[config.mk]
export PLATFORM = sky130hd
export DESIGN_NAME = wb_interconnect_nx
export DESIGN_NICKNAME = d
export VERILOG_FILES = /design/src/rtl/wb_interconnect_nx.sv
export SDC_FILE = /design/constraint.sdc
export NUM_CORES = 1
export LEC_CHECK = 0
export ABC_AREA = 1
export CORE_ASPECT_RATIO = 2
export CORE_MARGIN = 5
export CORE_UTILIZATION = 30
export DETAILED_ROUTE_END_ITERATION = 8
export GPL_TIMING_DRIVEN = 0
export PLACE_DENSITY_LB_ADDON = 0.05
export SYNTH_ARGS = -nofsm -noshare
export SYNTH_HDL_FRONTEND = slang
export SYNTH_SLANG_ARGS = --single-unit
export TNS_END_PERCENT = 20
[constraint.sdc]
create_clock -name i_clk -period 1.3 [get_ports i_clk]
set_input_delay 0.26 -clock i_clk [delete_from_list [all_inputs] [get_ports i_clk]]
set_output_delay 0.26 -clock i_clk [all_outputs]
set_load 0.02 [all_outputs]
[src/rtl/wb_interconnect_nx.sv]
// wb_interconnect_nx: 1-master / N-slave Wishbone classic interconnect with base/mask decode and error responses.
// Define WB_INTERCONNECT_NX_TIMEOUT_EN to add a slave-response watchdog (TIMEOUT_CYC cycles).
module wb_interconnect_nx #(
  parameter int NUM_SLV = 4,
  parameter logic [32*NUM_SLV-1:0] SLV_BASE = {32'h3000_0000, 32'h2000_0000, 32'h1000_0000, 32'h0000_0000},
  parameter logic [32*NUM_SLV-1:0] SLV_MASK = {4{32'hF000_0000}},
  parameter logic [31:0] ERR_DATA = 32'hDEAD_BEEF
`ifdef WB_INTERCONNECT_NX_TIMEOUT_EN
  , parameter int TIMEOUT_CYC = 255
`endif
) (
  input  logic                   i_clk,
  input  logic                   i_rst_n,
  input  logic                   i_wbm_stb,
  input  logic                   i_wbm_cyc,
  input  logic                   i_wbm_we,
  input  logic [3:0]             i_wbm_sel,
  input  logic [31:0]            i_wbm_adr,
  input  logic [31:0]            i_wbm_dat,
  output logic                   o_wbs_ack,
  output logic                   o_wbs_err,
  output logic [31:0]            o_wbs_dat,
  output logic [NUM_SLV-1:0]     o_slv_cyc,
  output logic [NUM_SLV-1:0]     o_slv_stb,
  output logic                   o_slv_we,
  output logic [3:0]             o_slv_sel,
  output logic [31:0]            o_slv_adr,
  output logic [31:0]            o_slv_dat,
  input  logic [NUM_SLV-1:0]     i_slv_ack,
  input  logic [32*NUM_SLV-1:0]  i_slv_dat,
  output logic [7:0]             o_dec_err_cnt
);
  localparam int IW = NUM_SLV > 1 ? $clog2(NUM_SLV) : 1;
  typedef enum logic [1:0] {IDLE, REQ, RESP} state_t;
  state_t state, state_nx;
  logic [IW-1:0] idx, hit_idx;
  logic hit, req, ack, tmo, err;
  assign req = i_wbm_cyc & i_wbm_stb;
  assign ack = i_slv_ack[idx];
  // Scan from the top so the lowest matching index is the one left standing.
  always_comb begin
    hit = 1'b0;
    hit_idx = '0;
    for (int i = NUM_SLV - 1; i >= 0; i--)
      if ((i_wbm_adr & SLV_MASK[32*i+:32]) == (SLV_BASE[32*i+:32] & SLV_MASK[32*i+:32])) begin
        hit = 1'b1;
        hit_idx = IW'(i);
      end
  end
`ifdef WB_INTERCONNECT_NX_TIMEOUT_EN
  logic [15:0] cnt;
  always_ff @(posedge i_clk or negedge i_rst_n)
    if (!i_rst_n) cnt <= '0;
    else cnt <= (state == REQ) ? cnt + 16'd1 : '0;
  assign tmo = (state == REQ) && (cnt == 16'(TIMEOUT_CYC - 1));
`else
  assign tmo = 1'b0;
`endif
  always_ff @(posedge i_clk or negedge i_rst_n)
    if (!i_rst_n) state <= IDLE;
    else state <= state_nx;
  always_comb begin
    state_nx = state;
    case (state)
      IDLE:    state_nx = req ? (hit ? REQ : RESP) : IDLE;
      REQ:     state_nx = ack ? RESP : !i_wbm_cyc ? IDLE : tmo ? RESP : REQ;
      default: state_nx = IDLE;
    endcase
  end
  always_comb begin
    o_slv_cyc = (state == REQ) ? NUM_SLV'(1) << idx : '0;
    o_slv_stb = o_slv_cyc;
    o_wbs_ack = state == RESP;
    o_wbs_err = o_wbs_ack & err;
  end
  always_ff @(posedge i_clk or negedge i_rst_n)
    if (!i_rst_n) begin
      idx <= '0;
      o_slv_we <= 1'b0;
      o_slv_sel <= '0;
      o_slv_adr <= '0;
      o_slv_dat <= '0;
      o_wbs_dat <= '0;
      err <= 1'b0;
      o_dec_err_cnt <= '0;
    end else begin
      if (state == IDLE && req && hit) begin
        idx <= hit_idx;
        o_slv_we <= i_wbm_we;
        o_slv_sel <= i_wbm_sel;
        o_slv_adr <= i_wbm_adr;
        o_slv_dat <= i_wbm_dat;
      end
      if (state == IDLE && req && !hit) begin
        o_wbs_dat <= ERR_DATA;
        err <= 1'b1;
        o_dec_err_cnt <= (o_dec_err_cnt == 8'hFF) ? o_dec_err_cnt : o_dec_err_cnt + 8'd1;
      end
      if (state == REQ && ack) begin
        o_wbs_dat <= o_slv_we ? '0 : i_slv_dat[32*idx+:32];
        err <= 1'b0;
      end else if (state == REQ && i_wbm_cyc && tmo) begin
        o_wbs_dat <= ERR_DATA;
        err <= 1'b1;
      end
    end
endmodule

## After elaboration in Yosys (flattened, before gate mapping)

Index checks and enable logic that the tools add are counted.

| storage, ports and cells | value |
|---|---|
| output and inout bits | 119 |
| input bits | 205 |
| logic and storage cells | 52 |
| flip-flop bits (word level) | 114 |

| operators by class | value |
|---|---|
| reduce and logical (&&, ||, !) cells | 9 |
| mux-type cells | 21 |
| add/subtract/negate cells | 1 |
| shift-type cells | 2 |
| $lt $le $gt $ge | 1 |
| equality and inequality tests | 6 |
| bitwise gates (word level) | 3 |

Operators by type and width:

| operator | number |
|---|---|
| indexed part select 128 x 8 -> 32 bit | 1 |
| 2-to-1 mux 32 bit | 3 |
| logical NOT 32 bit | 1 |
| 2-to-1 mux 2 bit | 7 |
| adder 8 x 1 -> 8 bit (second input constant) | 1 |
| equality test 4 x 2 -> 1 bit (second input constant) | 2 |
| equality test 8 bit (second input constant) | 1 |
| 2-to-1 mux 1 bit | 8 |
| equality test 4 x 1 -> 1 bit (second input constant) | 1 |
| logical AND 1 bit | 4 |
| 2-to-1 mux 4 bit | 1 |
| one-hot mux 2 bit (2 select lines) | 1 |
| left shift 1 x 2 -> 4 bit (first input constant) | 1 |
| < comparator 2 x 3 -> 1 bit (second input constant) | 1 |
| AND 1 bit | 2 |
| binary-select mux 1 bit (select 2 bit) | 1 |
| equality test 2 x 1 -> 1 bit (second input constant) | 1 |
| equality test 2 bit (second input constant) | 1 |
| logical NOT 2 bit | 1 |
| AND reduction 2 bit | 1 |
| nonzero test 2 bit | 1 |
| logical NOT 1 bit | 1 |
| NOT 1 bit | 1 |

## Longest topological paths before layout

Gate-level depths: netlist (run 1).

| logic depth | value |
|---|---|
| depth after elaboration | 9 |
| gate-level depth with buffers | 12 |
| mapped depth without buffers | 9 |

## Least setup slack after synthesis (run 1)

Ideal clock, no wire load.

| path | value |
|---|---|
| kind | register to output |
| start point | register idx[0] |
| end point | output port o_slv_stb[0] |
| slack | -0.578 ns |
| arrival time | 1.618 ns |
| stages on the path, launching flop included | 6 |
| buffers on the path | 4 |
| path through | dfrtp_1 -> buf_6 -> buf_8 -> buf_2 -> nor3_1 -> buf_4 |

| on the way | value |
|---|---|
| word-level cells in the longest chain between the ends | 2 |

RTL lines:

| element | RTL line | text |
|---|---|---|
| start: declaration | 36 | `logic [IW-1:0] idx, hit_idx;` |
| start signal: assignment | 88 | `idx <= hit_idx;` |
| left shift 1 x 2 -> 4 bit | 71 | `o_slv_cyc = (state == REQ) ? NUM_SLV'(1) << idx : '0;` |
| 2-to-1 mux 4 bit | 71 |  |
| end: declaration | 24 | `output logic [NUM_SLV-1:0] o_slv_stb,` |

No other way between the ends.

## Final worst setup path (run 1)

| path | value |
|---|---|
| start point | register idx[0] |
| end point | output port o_slv_stb[2] |

Same word-level chain as after synthesis.

==> impl_metrics.tcl, run 1 <==
set metrics [dict create \
    antenna_found_initial 0 \
    grt_pass1_vias 6969 \
    std_cell_rows 74 \
    crit_path_start_kind "flip-flop" \
    cts.sinks 114 \
    cp-end-kind "primary output" \
    grt_pass1_wl_microns 37600 \
    clock_path_buffers 2 \
    async_flop_share_pct 100 \
    nNetsFinal 1453 \
    violations "negative setup slack" \
    powerDensity_mw_per_mm2 1390 \
    rrSetupSlack_ps -330 \
    cts_tree "done" \
    syn-num-nets 1046 \
    core_sq_mm 0.0203 \
    place_hpwl_microns 18200 \
    gp_congestion 0.867 \
    synth_edf_count 0 \
    cts_max_level 4 \
    gr-total-overflow 0 \
    nFillCells 1873 \
    report.power.total_mw 16.1 \
    postSynthAreaPerCell_sq_um 7.31 \
    portBuffers 323 \
    cts_buffers 17 \
    fin_crit_ps 1820 \
    clock-root-buffer "clkbuf_16" \
    regArea_sq_mm 0.00286 \
    multiInputGateArea_sq_mm 0.00315 \
    finClkSkew_ps 10.1 \
    track_usage_pct 20.4 \
    fp.dieH_microns 212 \
    layout-drive-gt1-share_pct 34.3 \
    clkTransAtPathRegs_ps 60 \
    die_w_microns 111 \
    slew_viol_final 0 \
    fmax_mhz 548 \
    cp_max_fo 5 \
    antenna_cells 0 \
    rsz0062_at_grt "yes" \
    hp-class "primary input to asynchronous set/reset pin" \
    synth-seq-area-share_pct 46.5 \
    vias 6671 \
    drv_cap 0 \
    tightest_slew_ps 552 \
    ys.flop_type "dfrtp_1" \
    irDropWorstVdd_uv 1080 \
    required_ps 1040 \
    io_pins 324 \
    dpl_cell_area_sq_mm 0.00984 \
    synth_seq_cells 114 \
    initial_core_util_pct 30.3 \
    synth.distinct_cells 29 \
    wl_per_cell_microns 16.3 \
    yosys_warnings 0 \
    worstSetupPathType "flip-flop to primary output" \
    max_slew_margin_pct 63.2 \
    critical_path.most_common_cell "buf_6" \
    worst_slack_ps -524 \
    p_leak_nw 5.83 \
    final_cell_mix "400 x nand2_1, 203 x clkdlybuf4s50_1, 108 x dfrtp_1" \
    status "complete, but fails checks" \
    syn_area_sq_mm 0.00614 \
    r2r-start "idx[1]$_DFFE_PN0P_" \
    hold_ws_ps 277 \
    firstDrtPassIters 5 \
    syn_inst 840 \
    cp_slowest_cell "dfrtp_1" \
    setup_viol 132 \
    fin_crit_sh_pct 140 \
    final_common_cell "nand2_1" \
    grt_max_degree 86 \
    fin_util_pct 56.9 \
    wl_microns 24900 \
    crit_chain "buf_6 > buf_12 > buf_12 > nor3_4 > buf_6 > buf_6" \
    hold_viol 0 \
    drc 0 \
    rr_endpoint "o_wbs_dat[16]$_DFFE_PN0P_" \
    postRouteAntennaNets 0 \
    syn_to_final_growth_pct 87.8 \
    drt-initial-drc-count 191 \
    worst_ep_arrival_time_ps 1560 \
    stdcell_area_sq_mm 0.0115 \
    vias_per_cell 4.37 \
    cp_slowest_stage_delay_ps 370 \
    r2r_cells 12 \
    clock_latency_ps 420 \
    die_area_sq_mm 0.0236 \
]
==> worst max path at each step <==
stage | from | end | slack, ps | depth (start not counted)
after global placement | i_rst_n | o_dec_err_cnt[1]$_DFFE_PN0P_ | -5260 | 1
after CTS | idx[0]$_DFFE_PN0P_ | o_slv_stb[0] | -560 | 6
after floorplan | idx[1]$_DFFE_PN0P_ | o_slv_stb[2] | -230 | 6
after detailed placement | i_wbm_adr[31] | idx[0]$_DFFE_PN0P_ | -900 | 7
final | idx[0]$_DFFE_PN0P_ | o_slv_stb[2] | -520 | 6
after global routing | idx[0]$_DFFE_PN0P_ | o_slv_stb[0] | -590 | 6
==> cells in the mapped netlist, types with 4 or more instances <==
cell      instances  area (sq um)
buf_6             5          56.3
inv_2             4          15.0
nand3_1          51           255
o21ai_0           5          25.0
nor3_1            5          25.0
buf_8             4          60.1
buf_2            26           130
dfrtp_1         114          2850
nand4_1           8          50.1
nand2_1         477          1790
nand3_2          21           210
clkbuf_1          7          26.3
inv_1            60           225
nor2_1            8          30.0
nand2_2          22           138
buf_4             4          30.0
==> state kept, by name (all words and copies together) (netlist names) <==
register,count
o_slv_dat,32
idx,2
o_slv_adr,32
state,2
o_slv_we,1
o_wbs_dat,32
err,1
o_dec_err_cnt,8
o_slv_sel,4
==> per-layer routing <==
layer | GRT usage, % | routed length, microns | vias up
met3 | 5.90 | 1610 | 34
li1 | - | - | 3357
met2 | 39.1 | 13800 | 238
met5 | 0 | 0 | -
met4 | 7.06 | 594 | 0
met1 | 21.0 | 8910 | 3042
==> final cells by class <==
class	instances	area share, %
Timing Repair Buffer	387	31.9
Multi-Input combinational cell	614	27.3
Sequential cell	114	24.8
Buffer	47	5.79
Clock buffer	20	3.96
Tap cell	266	2.89
Inverter	65	2.41
Clock inverter	11	0.781
Timing Repair inverter	1	0.141
==> power by group <==
| group | internal, mW | leakage, nW | switching [mW] |
|---|---|---|---|
| Clock | 2.69 | 0.263 | 1.69 |
| Combinational | 3.06 | 4.20 | 3.76 |
| Sequential | 4.33 | 1.37 | 0.526 |
| Total | 10.1 | 5.83 | 5.98 |
==> stage by stage <==
stage / setup TNS, ps / instances / worst slack [ps]
after floorplan: -2110 / 840 / -234
after global placement: -641450 / 1429 / -5260
after detailed placement: -93290 / 1430 / -900
after CTS: -26930 / 1511 / -557
after global routing: -32440 / 1525 / -589
final: -23840 / 1525 / -524
==> timing repair <==
item                                   CTS  global route
buffers inserted                        35             8
hold buffers                             1             0
cloned                                  14             7
pin swaps                               32            38
endpoints found under the hold margin   29             0
setup endpoints to repair              233           140
gates resized for setup                639           106
==> critical path: cells and delay by family (launching register included) <==
family / cells / cell delay (ps)
buf+inv: 5 / 600
simple gates: 1 / 170
flops: 1 / 370
==> cell families (layout without fill, tap and decap cells) <==
family,after synthesis,in the layout,synth area share [%]
flops,114,114,46.5
simple gates,600,601,42.4
fa+ha+maj,1,1,0.204
buf+inv,113,531,9.60
xor+xnor,5,5,0.713
compound gates,7,7,0.570
(Power assumes the default switching activity.)
==> run 2: changes to the inputs <==
--- a/config.mk
+++ b/config.mk
@@ -10,8 +10,8 @@
 export CORE_MARGIN = 5
 export CORE_UTILIZATION = 30
 export DETAILED_ROUTE_END_ITERATION = 8
-export GPL_TIMING_DRIVEN = 0
 export PLACE_DENSITY_LB_ADDON = 0.05
+export REMOVE_ABC_BUFFERS = 1
 export SYNTH_ARGS = -nofsm -noshare
 export SYNTH_HDL_FRONTEND = slang
 export SYNTH_SLANG_ARGS = --single-unit
==> impl_metrics.tcl, run 2 (synthesis gave the netlist of run 1 again) <==
set metrics [dict create \
    powerDensity_mw_per_mm2 1520 \
    clock_latency_ps 410 \
    wl_per_cell_microns 16.2 \
    fin_crit_ps 1660 \
    drt-initial-drc-count 290 \
    irDropWorstVdd_uv 899 \
    firstDrtPassIters 4 \
    die_w_microns 111 \
    track_usage_pct 20.4 \
    worstSetupPathType "flip-flop to primary output" \
    vias 6548 \
    worst_slack_ps -360 \
    hold_ws_ps 372 \
    hp-class "primary input to flip-flop" \
    status "complete, but fails checks" \
    tightest_slew_ps 467 \
    nNetsFinal 1421 \
    portBuffers 323 \
    wl_met3_microns 1410 \
    clock-root-buffer "clkbuf_16" \
    postRouteAntennaNets 0 \
    vias_per_cell 4.38 \
    fp.dieH_microns 212 \
    drc 0 \
    cts_max_level 4 \
    final_common_cell "nand2_1" \
    die_area_sq_mm 0.0236 \
    gp_congestion 0.826 \
    initial_core_util_pct 30.3 \
    io_pins 324 \
    worst_ep_arrival_time_ps 1400 \
    slew_viol_final 0 \
    fin_crit_sh_pct 128 \
    clkTransAtPathRegs_ps 60 \
    dpl_worst_slack_ps -465 \
    cp-end-kind "primary output" \
    fin_util_pct 51.6 \
    final_cell_mix "473 x nand2_1, 203 x clkdlybuf4s50_1, 112 x dfrtp_1" \
    grt_max_degree 74 \
    layout-drive-gt1-share_pct 24.9 \
    rsz0062_at_grt "yes" \
    cts_buffers 17 \
    antenna_found_initial 1 \
    required_ps 1040 \
    std_cell_rows 74 \
    wl_microns 24300 \
    max_slew_margin_pct 68.8 \
    cts_tree "done" \
    grt_pass1_wl_microns 37800 \
    setup_viol 128 \
    drv_cap 0 \
    met2_length_microns 13300 \
    place_hpwl_microns 18000 \
    cp_max_fo 6 \
    gr-total-overflow 0 \
    grt_pass1_vias 6789 \
    violations "negative setup slack" \
    report.power.total_mw 15.9 \
    p_leak_nw 5.43 \
    syn_to_final_growth_pct 70.3 \
    crit_path_start_kind "flip-flop" \
    fmax_mhz 602 \
    largest_registers "o_slv_adr: 32 flops, o_slv_dat: 32 flops, o_wbs_dat: 32 flops" \
    finClkSkew_ps 7.76 \
    hold_viol 0 \
    highest_layer "met4" \
    wl_met1_microns 8990 \
    core_sq_mm 0.0203 \
    clock_path_buffers 2 \
    cts.sinks 114 \
]
[run 2: cell types whose count changed in the layout (fill, tap and decap cells not counted), moves of 11 or more]
cell     change
buf_4       +24
buf_8       -23
nand2_1     +73
nand2_2     -70
nand3_1     +15
nand3_2     -11
[run 2: worst paths after layout]
| path | start | to | slack (ps) | depth (start not counted) |
|---|---|---|---|---|
| max in group asynchronous | i_rst_n | o_slv_adr[28]$_DFFE_PN0P_ | 510 | 3 |
| worst max register to register | idx[0]$_DFFE_PN0P_ | o_wbs_dat[17]$_DFFE_PN0P_ | -360 | 11 |
| worst max-delay path | idx[0]$_DFFE_PN0P_ | o_slv_stb[0] | -360 | 3 |
| worst min-delay path | i_wbm_dat[21] | o_slv_dat[21]$_DFFE_PN0P_ | 370 | 3 |
| min in group asynchronous | i_rst_n | o_wbs_dat[12]$_DFFE_PN0P_ | 400 | 3 |
| worst min register to register | o_slv_adr[31]$_DFFE_PN0P_ | o_slv_adr[31]$_DFFE_PN0P_ | 470 | 2 |
[run 2: layout make-up]
class / instances / area, sq um
Antenna cell: 1 / 2.50
Multi-Input combinational cell: 614 / 2810
Clock inverter: 14 / 154
Inverter: 65 / 249
Fill cell: 2008 / 9820
Tap cell: 266 / 333
Sequential cell: 114 / 2860
Clock buffer: 18 / 439
Timing Repair Buffer: 403 / 3610
[run 2: stage by stage]
step / TNS, ps / instances / cell area (sq um)
after floorplan: -170860 / 792 / 5800
after global placement: -41920 / 1446 / 10000
after detailed placement: -42870 / 1446 / 10000
after CTS: -28490 / 1484 / 10200
after global routing: -38420 / 1495 / 10500
final: -27310 / 1495 / 10500
[run 2: critical path: stages (launching register included)]
cell,delay [ps]
dfrtp_2,490
buf_6,150
nor3_4,200
buf_6,150
[run 2: routing by layer]
| layer | up-vias | global-route usage, % |
|---|---|---|
| li1 | 3291 | - |
| met1 | 3005 | 22.2 |
| met2 | 226 | 38.5 |
| met3 | 26 | 4.90 |
| met4 | 0 | 7.06 |
| met5 | - | 0 |
[run 2: report_power, final]
group          switching [mW]  internal [mW]
Clock                    1.81           2.90
Combinational            3.66           2.73
Sequential              0.457           4.32
[run 2: repair_timing]
| action | 4_1_cts | 5_1_grt |
|---|---|---|
| gates resized for setup | 513 | 20 |
| endpoints found under the hold margin | 114 | 0 |
| endpoints found under the setup margin | 229 | 128 |
| buffers inserted | 5 | 7 |
| gates cloned | 1 | 3 |
| hold buffers | 1 | 0 |
| pin swaps | 3 | 4 |
